**src/rtl/acc_stream_engine.sv**
```systemverilog
// Stream-arithmetic engine: reduces a programmed number of operand pairs into
// one accumulator under SUM / MAC / GTCNT / MAXDIFF, with a start/busy/done sequencer.
module acc_stream_engine #(
  parameter int WIDTH = 16,
  parameter int CNT_W = 8,
  parameter int ACC_W = 40
) (
  input  logic             clk,
  input  logic             rst,
  input  logic             start,
  input  logic [1:0]       mode,
  input  logic [CNT_W-1:0] count,
  input  logic             in_valid,
  output logic             in_ready,
  input  logic [WIDTH-1:0] a,
  input  logic [WIDTH-1:0] b,
  output logic             busy,
  output logic             done,
  output logic [ACC_W-1:0] result,
  output logic             ovf
);

  localparam int TW = 2 * WIDTH;

  typedef enum logic [1:0] {IDLE, RUN, DRAIN, DONE} state_t;
  typedef enum logic [1:0] {M_SUM = 2'b00, M_MAC = 2'b01, M_GTCNT = 2'b10, M_MAXDIFF = 2'b11} mode_t;

  state_t           state, state_nx;
  mode_t            mode_q;
  logic [CNT_W-1:0] count_q;
  logic [CNT_W-1:0] accepted;
  logic             s1_valid;
  logic [TW-1:0]    s1_term;
  logic [TW-1:0]    term;
  logic [ACC_W-1:0] acc;
  logic [ACC_W-1:0] acc_nx;
  logic             carry;
  logic [ACC_W:0]   sum_wide;
  logic             ovf_q;
  logic             accept;
  logic             start_ok;

  assign accept   = in_ready & in_valid;
  assign start_ok = (state == IDLE) & start;
  assign result   = acc;
  assign ovf      = ovf_q;

  always_comb begin
    state_nx = state;
    in_ready = 1'b0;
    busy     = 1'b0;
    done     = 1'b0;
    unique case (state)
      IDLE: begin
        if (start) state_nx = (count == '0) ? DONE : RUN;
      end
      RUN: begin
        busy     = 1'b1;
        in_ready = (accepted < count_q);
        if (in_ready && in_valid && (accepted == count_q - CNT_W'(1))) state_nx = DRAIN;
      end
      DRAIN: begin
        // Only stage 1 can hold work here and it retires into acc this cycle.
        busy     = 1'b1;
        state_nx = DONE;
      end
      DONE: begin
        busy     = 1'b1;
        done     = 1'b1;
        state_nx = IDLE;
      end
      default: state_nx = IDLE;
    endcase
  end

  always_comb begin
    term = '0;
    unique case (mode_q)
      M_SUM:     term = TW'(a) + TW'(b);
      M_MAC:     term = TW'(a) * TW'(b);
      M_GTCNT:   term = TW'(a > b);
      M_MAXDIFF: term = (a > b) ? TW'(a - b) : TW'(b - a);
      default:   term = '0;
    endcase
  end

  always_comb begin
    sum_wide = {1'b0, acc} + (ACC_W + 1)'(s1_term);
    acc_nx   = sum_wide[ACC_W-1:0];
    carry    = sum_wide[ACC_W];
    if (mode_q == M_MAXDIFF) begin
      acc_nx = (ACC_W'(s1_term) > acc) ? ACC_W'(s1_term) : acc;
      carry  = 1'b0;
    end
  end

  always_ff @(posedge clk) begin
    if (rst) begin
      state    <= IDLE;
      mode_q   <= M_SUM;
      count_q  <= '0;
      accepted <= '0;
      s1_valid <= 1'b0;
      s1_term  <= '0;
      acc      <= '0;
      ovf_q    <= 1'b0;
    end else begin
      state <= state_nx;
      if (start_ok) begin
        mode_q   <= mode_t'(mode);
        count_q  <= count;
        accepted <= '0;
        s1_valid <= 1'b0;
        acc      <= '0;
        ovf_q    <= 1'b0;
      end else begin
        s1_valid <= accept;
        if (accept) begin
          s1_term  <= term;
          accepted <= accepted + CNT_W'(1);
        end
        if (s1_valid) begin
          acc   <= acc_nx;
          ovf_q <= ovf_q | carry;
        end
      end
    end
  end

endmodule

```
**config.mk**
```make
export PLATFORM = sky130hd
export DESIGN_NAME = acc_stream_engine
export DESIGN_NICKNAME = d
export VERILOG_FILES = /design/src/rtl/acc_stream_engine.sv
export SDC_FILE = /design/constraint.sdc
export NUM_CORES = 1
export LEC_CHECK = 0
export ABC_CLOCK_PERIOD_IN_PS = 19900
export BUFFER_PORTS_ARGS = -buffer_cell sky130_fd_sc_hd__buf_2
export CORE_MARGIN = 2
export CORE_UTILIZATION = 39
export CTS_BUF_LIST = sky130_fd_sc_hd__clkbuf_4 sky130_fd_sc_hd__clkbuf_8
export DETAILED_ROUTE_END_ITERATION = 10
export GPL_ROUTABILITY_DRIVEN = 0
export PLACE_DENSITY = 0.65
export SKIP_LAST_GASP = 1
export SYNTH_ARGS = -nofsm -noshare
export SYNTH_HDL_FRONTEND = slang
export SYNTH_SLANG_ARGS = --single-unit
```
**constraint.sdc**
```tcl
create_clock -name clk -period 19.9 [get_ports clk]
set_input_delay 3.98 -clock clk [delete_from_list [all_inputs] [get_ports clk]]
set_output_delay 3.98 -clock clk [all_outputs]
set_load 0.02 [all_outputs]
```
* Word level (Yosys, flattened, before mapping) *
Index checks and enable logic that the tools add are counted.

storage, ports and cells
  logic and storage cells = 54
  register bits after elaboration = 94
  input port bits = 46
  output and inout port bits = 44

operators by class
  reductions and logical operators = 10
  eq/ne operators = 10
  $mul = 1
  add/subtract/negate cells = 6
  multiplexer cells = 12
  order comparisons = 3
  bitwise gates (word level) = 4

operators with widths
  operator               number
  $pmux W32 S4           1
  $mux W40               2
  $add A40 B32 Y41       1
  $gt A32 B40 Y1         1
  $sub A16 B16 Y17       2
  $mul A16 B16 Y32       1
  $mux W32               1
  $add A16 B16 Y17       1
  $gt A16 B16 Y1         1
  $add A8 B1 Y8 const B  1
  $eq A2 B2 Y1 const B   4
  $eq A8 B8 Y1           1
  $logic_not A8 Y1       1
  $lt A8 B8 Y1           1
  $pmux W2 S4            1
  $sub A8 B1 Y8 const B  1
  $mux W2                3
  $reduce_and A2 Y1      3
  $eq A2 B1 Y1 const B   2
  $logic_not A2 Y1       2
  $mux W1                4
  $ne A2 B2 Y1 const B   2
  $reduce_or A3 Y1       1
  $and A1 B1 Y1          2
  other kinds (5)        6

* Longest topological paths before layout *
Gate-level depths: netlist of the first run.

  depth after elaboration = 5
  depth in mapped cells = 25
  depth with buffers taken out = 24

* Worst setup path before layout of the first run *
No wires, ideal clock.

  kind = input-to-reg
  start = in a[2]
  end = reg s1_term[30]
  required time = 19.809 ns
  stages on the path = 22
  buffers on the path = 2
  arrival = 9.884 ns
  setup time = 0.091 ns
  slack = 9.925 ns
  cell sequence = clkbuf_1 clkinv_1 nor2_1 fa_1 fa_1 fa_1 fa_1 fa_1 inv_1 fa_1 inv_1 ha_1 clkbuf_1 nand4_1 nor2_1 a21oi_1 o21a_1 o41ai_4 a31o_2 a31oi_1 or4_1 a311oi_1

on the way
  cells in the longest elaborated chain, start to end = 3
  elaborated cells between the ends (all ways) = 6
  classes of those cells = add/sub: 2; mul: 1; order compare: 1; mux: 2

ends and longest elaborated chain
  what                                                      line  text
  from (decl)                                               15    input logic [WIDTH-1:0] a,
  branches (longest 2 deep; another with $mul A16 B16 Y32)  -
  $pmux W32 S4 *                                            78    unique case (mode_q)
  to (signal assigned)                                      119   s1_term <= term;
  to (decl)                                                 33    logic [TW-1:0] s1_term;

Every way passes the cells marked *.
A chain may end at the register's enable or synchronous reset.

* Worst setup path in the final report of the first run *
  start = in b[7]
  end = reg s1_term[29]

on the way
  cells in the longest elaborated chain, start to end = 3
  elaborated cells between the ends (all ways) = 6
  classes of those cells = add/sub: 2; mul: 1; order compare: 1; mux: 2

ends and longest elaborated chain
  what                                                      line  text
  from (decl)                                               16    input logic [WIDTH-1:0] b,
  branches (longest 2 deep; another with $mul A16 B16 Y32)  -
  $pmux W32 S4 *                                            78

Marked as above.

==> results of run 1 <==
[state kept, by name, summed over array words and instances (netlist names)]
name / flops
ovf: 1
s1_term: 32
accepted: 8
count_q: 8
state: 2
mode_q: 2
result: 40
s1_valid: 1
[power by group]
group / switching (mW) / internal (mW) / leakage [nW]
Combinational: 1.45 / 0.906 / 8.22
Sequential: 0.0176 / 0.203 / 0.760
Clock: 0.0751 / 0.0635 / 0.105
[cell type report]
| class | instances | area [µm²] | area share [%] |
|---|---|---|---|
| multi-input cells | 1733 | 14200 | 75.0 |
| flip-flops and latches | 94 | 1880 | 9.96 |
| inverters | 363 | 1360 | 7.21 |
| well taps | 600 | 751 | 3.97 |
| repair buffers | 98 | 513 | 2.72 |
| clock buffers | 10 | 138 | 0.728 |
| clock inverters | 6 | 75.1 | 0.397 |
| diodes | 2 | 5.00 | 0.0265 |
[critical path: stages]
cell       delay [ns]
buf_2            0.33
ha_1             0.41
inv_1            0.10
fa_1             0.49
inv_1            0.05
fa_1             0.49
inv_1            0.06
fa_1             0.53
inv_1            0.07
fa_1             0.52
fa_1             0.54
inv_1            0.05
fa_1             0.53
inv_1            0.04
ha_1             0.37
a21o_1           0.19
a21o_1           0.17
a21oi_1          0.17
o311ai_1         0.26
a41oi_1          0.42
nor3_1           0.13
a2111oi_0        0.47
a211oi_1         0.10
o31ai_1          0.09
[layer usage]
layer | routed length, µm | vias up
met4 | 1190 | 0
met2 | 24400 | 637
met3 | 4090 | 80
met5 | 0 | -
li1 | - | 7564
met1 | 23600 | 7802
[logic make-up after synthesis]
| group | Yosys count |
|---|---|
| adder cells (fa/ha/maj) | 429 |
| flip-flops | 94 |
| multiplexers | 17 |
| XOR/XNOR | 89 |
| buffers and inverters | 471 |
| AO/OA/AOI/OAI | 481 |
| AND/OR/NAND/NOR | 717 |
[through the flow]
| stage | setup slack (ns) | area [µm²] | instances |
|---|---|---|---|
| after floorplan | 9.93 | 17800 | 2298 |
| after global placement | 9.37 | 18700 | 2888 |
| after detailed placement | 9.32 | 18700 | 2888 |
| after CTS | 9.72 | 18900 | 2904 |
| after global routing | 9.35 | 18900 | 2905 |
| final | 9.63 | 18900 | 2906 |
[final timing paths]
kind | cells past startpoint | start | endpoint
min | 2 | ovf | ovf
max | 24 | b[7] | s1_term[29]
min reg2reg | 2 | ovf | ovf
max reg2reg | 11 | result[30] | result[39]
[placed cells by master (no fill, tap or decap), types with 8 or more instances in the layout]
cell	netlist	routed
a211oi_1	27	27
nand2b_1	30	30
nand2_1	230	230
o31a_1	9	9
o21ai_0	77	77
clkbuf_8	0	10
mux2i_1	12	12
o211ai_1	18	18
a21oi_1	171	171
nor4_1	18	18
inv_1	353	353
buf_2	6	89
o31ai_1	15	15
o21bai_1	17	17
nand3_1	28	28
nor2b_1	18	18
fa_1	198	198
or3_1	8	8
nor2_1	265	265
o21a_1	16	16
nor3_1	35	35
dfxtp_1	94	94
and3_1	15	15
ha_1	231	231
nand4_1	25	25
and2_1	11	10
xnor2_1	66	66
a31oi_1	20	20
a221oi_1	10	10
buf_4	0	9
xor2_1	23	23
clkinv_1	8	8
a21o_1	33	33
==> metrics.yaml, run 1 <==
fin_util_pct: 41.7
routed-via-count: 16100
io_buffers: 89
hpwl_um: 43400
worst_setup_path_end_kind: "flop"
yosysMostFrequentCell: "inv_1"
synth_fp_nets: 2773
synth_area_um2: 17800
gr-total-overflow: 0
syn_inst: 2298
startpoint_type: "input pin"
synth_area_leader_cell: "fa_1"
drt_iter0_drc: 1157
cap_violations: 0
worstMarginPinSlew_ns: 1.04
slew_violations: 0
drt-pass1-iter-count: 7
synth_cell_type_count: 80
fin_crit_ns: 10.27
syn2layout_area_growth_pct: 6.01
synth_compound_area_share_pct: 17.6
grt_pass1_wl_um: 86400
hold_viol_final: 0
clk_pin_slew_worst_paths_ns: 0.10
synth_area_leaders: "fa_1, ha_1, dfxtp_1"
post-cts-setup-buffer-count: 0
use_met1_pct: 31.0
yosys_warnings: 0
vdd_drop_max_uv: 162
detail-route-antenna-nets: 0
die-area_um2: 47400
die-height_um: 218
drt-vias-per-instance: 5.53
critical_path_required_ns: 20.21
synth-seq-cells: 94
drc_errors: 0
seq_area_frac_synth_pct: 10.6
rsz0062_at_grt: "no"
async_flop_share_pct: 0
drive_gt1_share_pct: 6.34
clock_sinks: 94
postCtsResizedCells: 0
p_total_mw: 2.71
totalWireLength_um: 53300
synthTopCellsByCount: "inv_1, nor2_1, ha_1"
fmax_mhz: 97.4
p_per_area_nw_per_um2: 144
top_usage_layer: "met2"
synth-simple-area-share_pct: 18.1
nFillCells: 4712
track_usage_pct: 22.8
synthAdderAreaFrac_pct: 38.5
synth_xor_area_share_pct: 4.37
synth_flop_cell: "dfxtp_1"
ctsRootBufferMaster: "clkbuf_8"
hold_buffers: 0
synth_top_family_by_area: "adder cells"
cts_buffer_depth: 2
leakage_nw: 9.09
tns_ns: 0
path_max_fanout: 15
detail_route.wl_per_cell_um: 18.3
final_nets: 2774
worstSkewPairLatency_ns: 0.39
numCtsBuffers: 9
holdWs_ns: 0.447
antenna_found_initial: 1
cp.arrival_ns: 10.58
setup_viol: 0
dieWidth_um: 218
ff2ff_setup_slack_ns: 16.05
grt_pass1_vias: 16200
initial_utilization_pct: 39.4
cts_tree: "yes"
grt_max_degree: 69
ios: 90
crit_type: "in2reg"
syn_area_per_cell_um2: 7.76
met2_usage_pct: 37.5
run_status: "completed"
fp-row-count: 78
min_path_type: "reg2reg"
skew_ns: 0.0135
core_area_um2: 45300
synth_edf_count: 0
grtUsageMet3_pct: 3.31
max_slew_margin_pct: 28.7
period_share_pct: 51.6
h-tree-depth: 3
netlist.area_leader.share_pct: 22.2
synth_mux_area_share_pct: 0.990
Note: power is estimated with default switching activity, not from simulation.
==> run 2: changes to the inputs <==
--- a/config.mk
+++ b/config.mk
@@ -5,7 +5,7 @@
 export SDC_FILE = /design/constraint.sdc
 export NUM_CORES = 1
 export LEC_CHECK = 0
-export ABC_CLOCK_PERIOD_IN_PS = 19900
+export ABC_CLOCK_PERIOD_IN_PS = 10510
 export BUFFER_PORTS_ARGS = -buffer_cell sky130_fd_sc_hd__buf_2
 export CORE_MARGIN = 2
 export CORE_UTILIZATION = 39
==> constraint.sdc (replaced) <==
create_clock -name clk -period 10.51 [get_ports clk]
set_input_delay 2.102 -clock clk [delete_from_list [all_inputs] [get_ports clk]]
set_output_delay 2.102 -clock clk [all_outputs]
set_load 0.02 [all_outputs]
==> run 2 against run 1 <==
  * Clock power increased by 82%
  * Via count hardly changed
  * Largest power group unchanged
  * Global-route usage about the same
  * Utilization about the same
  * Register-to-register slack worse by 9.3 ns
  * Critical path type unchanged
  * Final cell count stayed put
==> metrics.yaml, run 2 (synthesis gave the netlist of run 1 again) <==
dpl.cell_count: 2888
initial_utilization_pct: 39.4
fin_cells: 2906
postCtsResizedCells: 0
r2r-end: "result[39]"
nFillCells: 4596
hold_buffers: 0
io_buffers: 89
track_usage_pct: 22.8
die-area_um2: 47400
path_max_fanout: 10
routed-via-count: 16100
fin_crit_ns: 8.41
fp-row-count: 78
drt-vias-per-instance: 5.53
skew_ns: 0.0229
worstSkewPairLatency_ns: 0.39
drive_gt1_share_pct: 6.34
max_slew_margin_pct: 24.5
critical_path_required_ns: 10.82
detail-route-antenna-nets: 0
clk_pin_slew_worst_paths_ns: 0.10
largest_reg_flops: 40
setup_viol: 0
final_cell_mix: "inv_1, nor2_1, ha_1"
grt_max_degree: 69
totalWireLength_um: 53400
drt_iter0_drc: 1213
cts_tree: "yes"
ctsRootBufferMaster: "clkbuf_8"
core_area_um2: 45300
slew_violations: 0
hold_path_startpoint: "ovf"
cp_num_cells: 18
drt-pass1-iter-count: 6
crit_buf_inv: 4
leakage_nw: 9.08
vdd_drop_max_uv: 284
reg2reg_depth: 11
p_per_area_nw_per_um2: 271
ios: 90
cap_violations: 0
worstMarginPinSlew_ns: 1.10
detail_route.wl_per_cell_um: 18.4
worstHoldEndpoint: "ovf"
fmax_mhz: 119
cp_slowest_stage_delay_ns: 0.57
worst_path_most_repeated_cell: "fa_1"
cp.arrival_ns: 8.72
dieWidth_um: 218
slowest_stage: "fa_1"
hpwl_um: 43400
clock_sinks: 94
period_share_pct: 80.0
regArea_um2: 1880
r2r-start: "result[30]"
die-height_um: 218
tns_ns: 0
post-cts-setup-buffer-count: 0
startpoint_type: "input pin"
syn2layout_area_growth_pct: 5.95
drc_errors: 0
critical_path.cell_chain: "buf_2, clkinv_1, nor2_1, fa_1, fa_1, fa_1, fa_1, fa_1, inv_1, fa_1, inv_1, ha_1, nand4_1, o41ai_4, a31o_2, a31oi_1, or4_1, a311oi_1"
rsz0062_at_grt: "no"
cts_buffer_depth: 2
final_nets: 2774
run_status: "completed"
hold_viol_final: 0
h-tree-depth: 3
multi_input_area_um2: 14200
ff2ff_setup_slack_ns: 6.75
grt_pass1_vias: 16300
crit_family: "adder cells"
numCtsBuffers: 9
crit_type: "in2reg"
gr-total-overflow: 0
worst_setup_path_end_kind: "flop"
antenna_found_initial: 0
grt_pass1_wl_um: 86300
min_path_type: "reg2reg"
layout_commonest_cell: "inv_1"
hold_depth: 2
-- run 2: report_power, final --
part | internal (mW) | switching (mW) | leakage, nW | total (mW)
Combinational | 1.72 | 2.74 | 8.22 | 4.46
Sequential | 0.385 | 0.0333 | 0.760 | 0.418
Clock | 0.115 | 0.138 | 0.102 | 0.253
-- run 2: cell type report --
class                      instances  share of cell area (%)
multi-input combinational       1733                    75.0
clock buffer                      10                   0.696
sequential                        94                    9.96
inverter                         363                    7.22
clock inverter                     6                   0.378
antenna                            2                  0.0265
timing repair buffer              98                    2.72
tap                              600                    3.98
-- run 2: how the worst max path moves through the flow --
stage	start	end
finish	a[2]	s1_term[30]
global route	a[4]	s1_term[29]
CTS	a[2]	s1_term[30]
detailed placement	a[2]	s1_term[30]
global placement	b[7]	s1_term[31]
floorplan	a[2]	s1_term[30]
-- run 2: per-layer routing --
layer  vias to the layer above  share of wire [%]  track usage, %
li1                       7569                  -               -
met1                      7784                 44            31.0
met2                       639                 45            37.5
met3                        85                7.7            3.22
met4                         0                2.4            6.69
met5                         -                  0               0
-- run 2: worst register-to-register path, stage by stage, from the launching register on --
cell and delay, ns:
dfxtp_1 0.41, inv_1 0.08, ha_1 0.43, nand4_1 0.16, nor4_1 0.48, nand3_1 0.22, a21oi_1 0.25, o311a_2 0.41
buf_4 0.54, nor2_1 0.25, a221oi_1 0.34, o31ai_1 0.11
-- run 2: through the flow --
stage                     total power [mW]  worst slack [ns]  hold slack [ns]  cell area, µm²  util [%]
after global routing                  5.62              1.77            0.485           18900      41.7
after detailed placement              4.75              1.81            0.444           18700      41.2
after CTS                             5.04              2.20            0.458           18900      41.7
after global placement                4.69              1.86            0.435           18700      41.2
after floorplan                       3.65              2.41            0.436           17800         -
final                                 5.13              2.10            0.453           18900      41.7
==> run 3: changes to the inputs <==
--- a/config.mk
+++ b/config.mk
@@ -5,14 +5,14 @@
 export SDC_FILE = /design/constraint.sdc
 export NUM_CORES = 1
 export LEC_CHECK = 0
-export ABC_CLOCK_PERIOD_IN_PS = 10510
+export ABC_CLOCK_PERIOD_IN_PS = 7300
 export BUFFER_PORTS_ARGS = -buffer_cell sky130_fd_sc_hd__buf_2
 export CORE_MARGIN = 2
 export CORE_UTILIZATION = 39
 export CTS_BUF_LIST = sky130_fd_sc_hd__clkbuf_4 sky130_fd_sc_hd__clkbuf_8
 export DETAILED_ROUTE_END_ITERATION = 10
 export GPL_ROUTABILITY_DRIVEN = 0
-export PLACE_DENSITY = 0.65
+export PLACE_DENSITY = 0.67
 export SKIP_LAST_GASP = 1
 export SYNTH_ARGS = -nofsm -noshare
 export SYNTH_HDL_FRONTEND = slang
==> constraint.sdc (replaced) <==
create_clock -name clk -period 7.3 [get_ports clk]
set_input_delay 1.46 -clock clk [delete_from_list [all_inputs] [get_ports clk]]
set_output_delay 1.46 -clock clk [all_outputs]
set_load 0.02 [all_outputs]
==> run 3 against run 2 <==
  * Utilization rose by 2.7 points
  * Worst hold slack worse by 0.0041 ns
  * Combinational power up 60%
  * Power is 58% higher
  * Critical path depth is 7 higher
  * Global-route usage grew 0.26 points
  * Die area is the same
  * Cell area increased by 6.4%
  * Critical endpoint is now s1_term[27]
==> metrics.yaml, run 3 (synthesis gave the netlist of run 1 again) <==
worst_path_most_repeated_cell: "fa_1"
die-area_um2: 47400
dpl-instance-area_um2: 19900
final_cell_area_um2: 20100
cts_tree: "yes"
core_area_um2: 45300
period_share_pct: 96.0
drt-pass1-iter-count: 5
h-tree-depth: 3
clk_pin_slew_worst_paths_ns: 0.11
drive_gt1_share_pct: 12.5
path_max_fanout: 10
fp-row-count: 78
worstMarginPinSlew_ns: 0.949
grt_pass1_vias: 16700
skew_ns: 0.0161
numCtsBuffers: 9
detail-route-antenna-nets: 0
hold_viol_final: 0
p_total_mw: 8.08
drt_iter0_drc: 1325
crit_buf_inv: 9
holdWs_ns: 0.449
slowest_stage: "fa_1"
final_cell_mix: "inv_1, nor2_1, ha_1"
antenna_found_initial: 0
ios: 90
ctsRootBufferMaster: "clkbuf_8"
cts_buffer_depth: 2
dieWidth_um: 218
rsz0062_at_grt: "no"
critical_path_required_ns: 7.59
hold_buffers: 0
layout_commonest_cell: "inv_1"
n_antenna_cell: 0
totalWireLength_um: 54200
worstSkewPairLatency_ns: 0.40
cp_num_cells: 25
drc_errors: 0
grt_pass1_wl_um: 87400
p_per_area_nw_per_um2: 402
track_usage_pct: 23.0
crit_family: "adder cells"
die-height_um: 218
cp.arrival_ns: 7.29
hold_depth: 2
fmax_mhz: 143
max_slew_margin_pct: 35.1
syn2layout_area_growth_pct: 12.7
leakage_nw: 9.83
io_buffers: 89
grt_max_degree: 69
startpoint_type: "input pin"
vdd_drop_max_uv: 593
final_nets: 2926
routed-via-count: 16500
postCtsResizedCells: 0
worst_setup_path_end_kind: "flop"
gr-total-overflow: 0
crit_type: "in2reg"
cp_slowest_stage_delay_ns: 0.55
largest_reg_flops: 40
clock_sinks: 94
hpwl_um: 45300
run_status: "completed"
slew_violations: 0
nFillCells: 4488
setup_viol: 0
fin_crit_ns: 7.00
reg2reg_depth: 11
min_path_type: "reg2reg"
cap_violations: 0
drt-vias-per-instance: 5.41
post-cts-setup-buffer-count: 0
detail_route.wl_per_cell_um: 17.7
initial_utilization_pct: 39.4
==> run 3: changes by cell type in the layout (fill, tap and decap cells not counted), sizes merged <==
cell,change
bufinv,-1
clkinv,-2
inv,+3
diode,-2
buf,+152
clkbuf,-1
clkinvlp,+1
==> run 3: through the flow <==
stage	utilization, %	setup slack (ns)	setup TNS [ns]	instances
detailed placement	43.9	-0.202	-0.872	3040
global placement	43.9	-0.115	-0.310	3040
floorplan	-	0.000760	0	2298
finish	44.4	0.295	0	3056
global route	44.4	0.0179	0	3056
CTS	44.3	0.232	0	3056
==> run 3: worst reg2reg max path: cells and delay by family (launching register included) <==
family / cells / cell delay (ns)
compound gates: 4 / 1.27
fa+ha+maj: 1 / 0.42
buf+inv: 2 / 0.55
flops: 1 / 0.42
simple gates: 4 / 0.97
==> run 3: routing by layer <==
layer | vias up | GRT usage [%] | routed length (µm)
met3 | 98 | 3.18 | 3780
met5 | - | 0 | 0
met1 | 7952 | 30.9 | 23800
met2 | 610 | 38.6 | 25100
li1 | 7886 | - | -
met4 | 0 | 6.49 | 1460
==> run 3: layout make-up <==
class                           instances  area (µm²)  share of cell area [%]
Clock buffer                            9         124                   0.617
Clock inverter                          7        61.3                   0.305
Multi-Input combinational cell       1733       14200                    70.7
Tap cell                              600         751                    3.74
Sequential cell                        94        1880                    9.37
Inverter                              363        1370                    6.80
Timing Repair Buffer                  250        1710                    8.50
==> run 3: power by group <==
part | internal (mW) | switching [mW] | total [mW]
clock network | 0.130 | 0.216 | 0.347
logic | 3.13 | 4.00 | 7.13
registers | 0.554 | 0.0492 | 0.603
==> run 3: path summary, 6_finish.rpt <==
kind	from	endpoint	slack, ns
worst max-delay path	b[5]	s1_term[27]	0.30
worst min register to register	ovf	ovf	0.45
worst max register to register	result[28]	result[39]	3.55
worst min-delay path	ovf	ovf	0.45
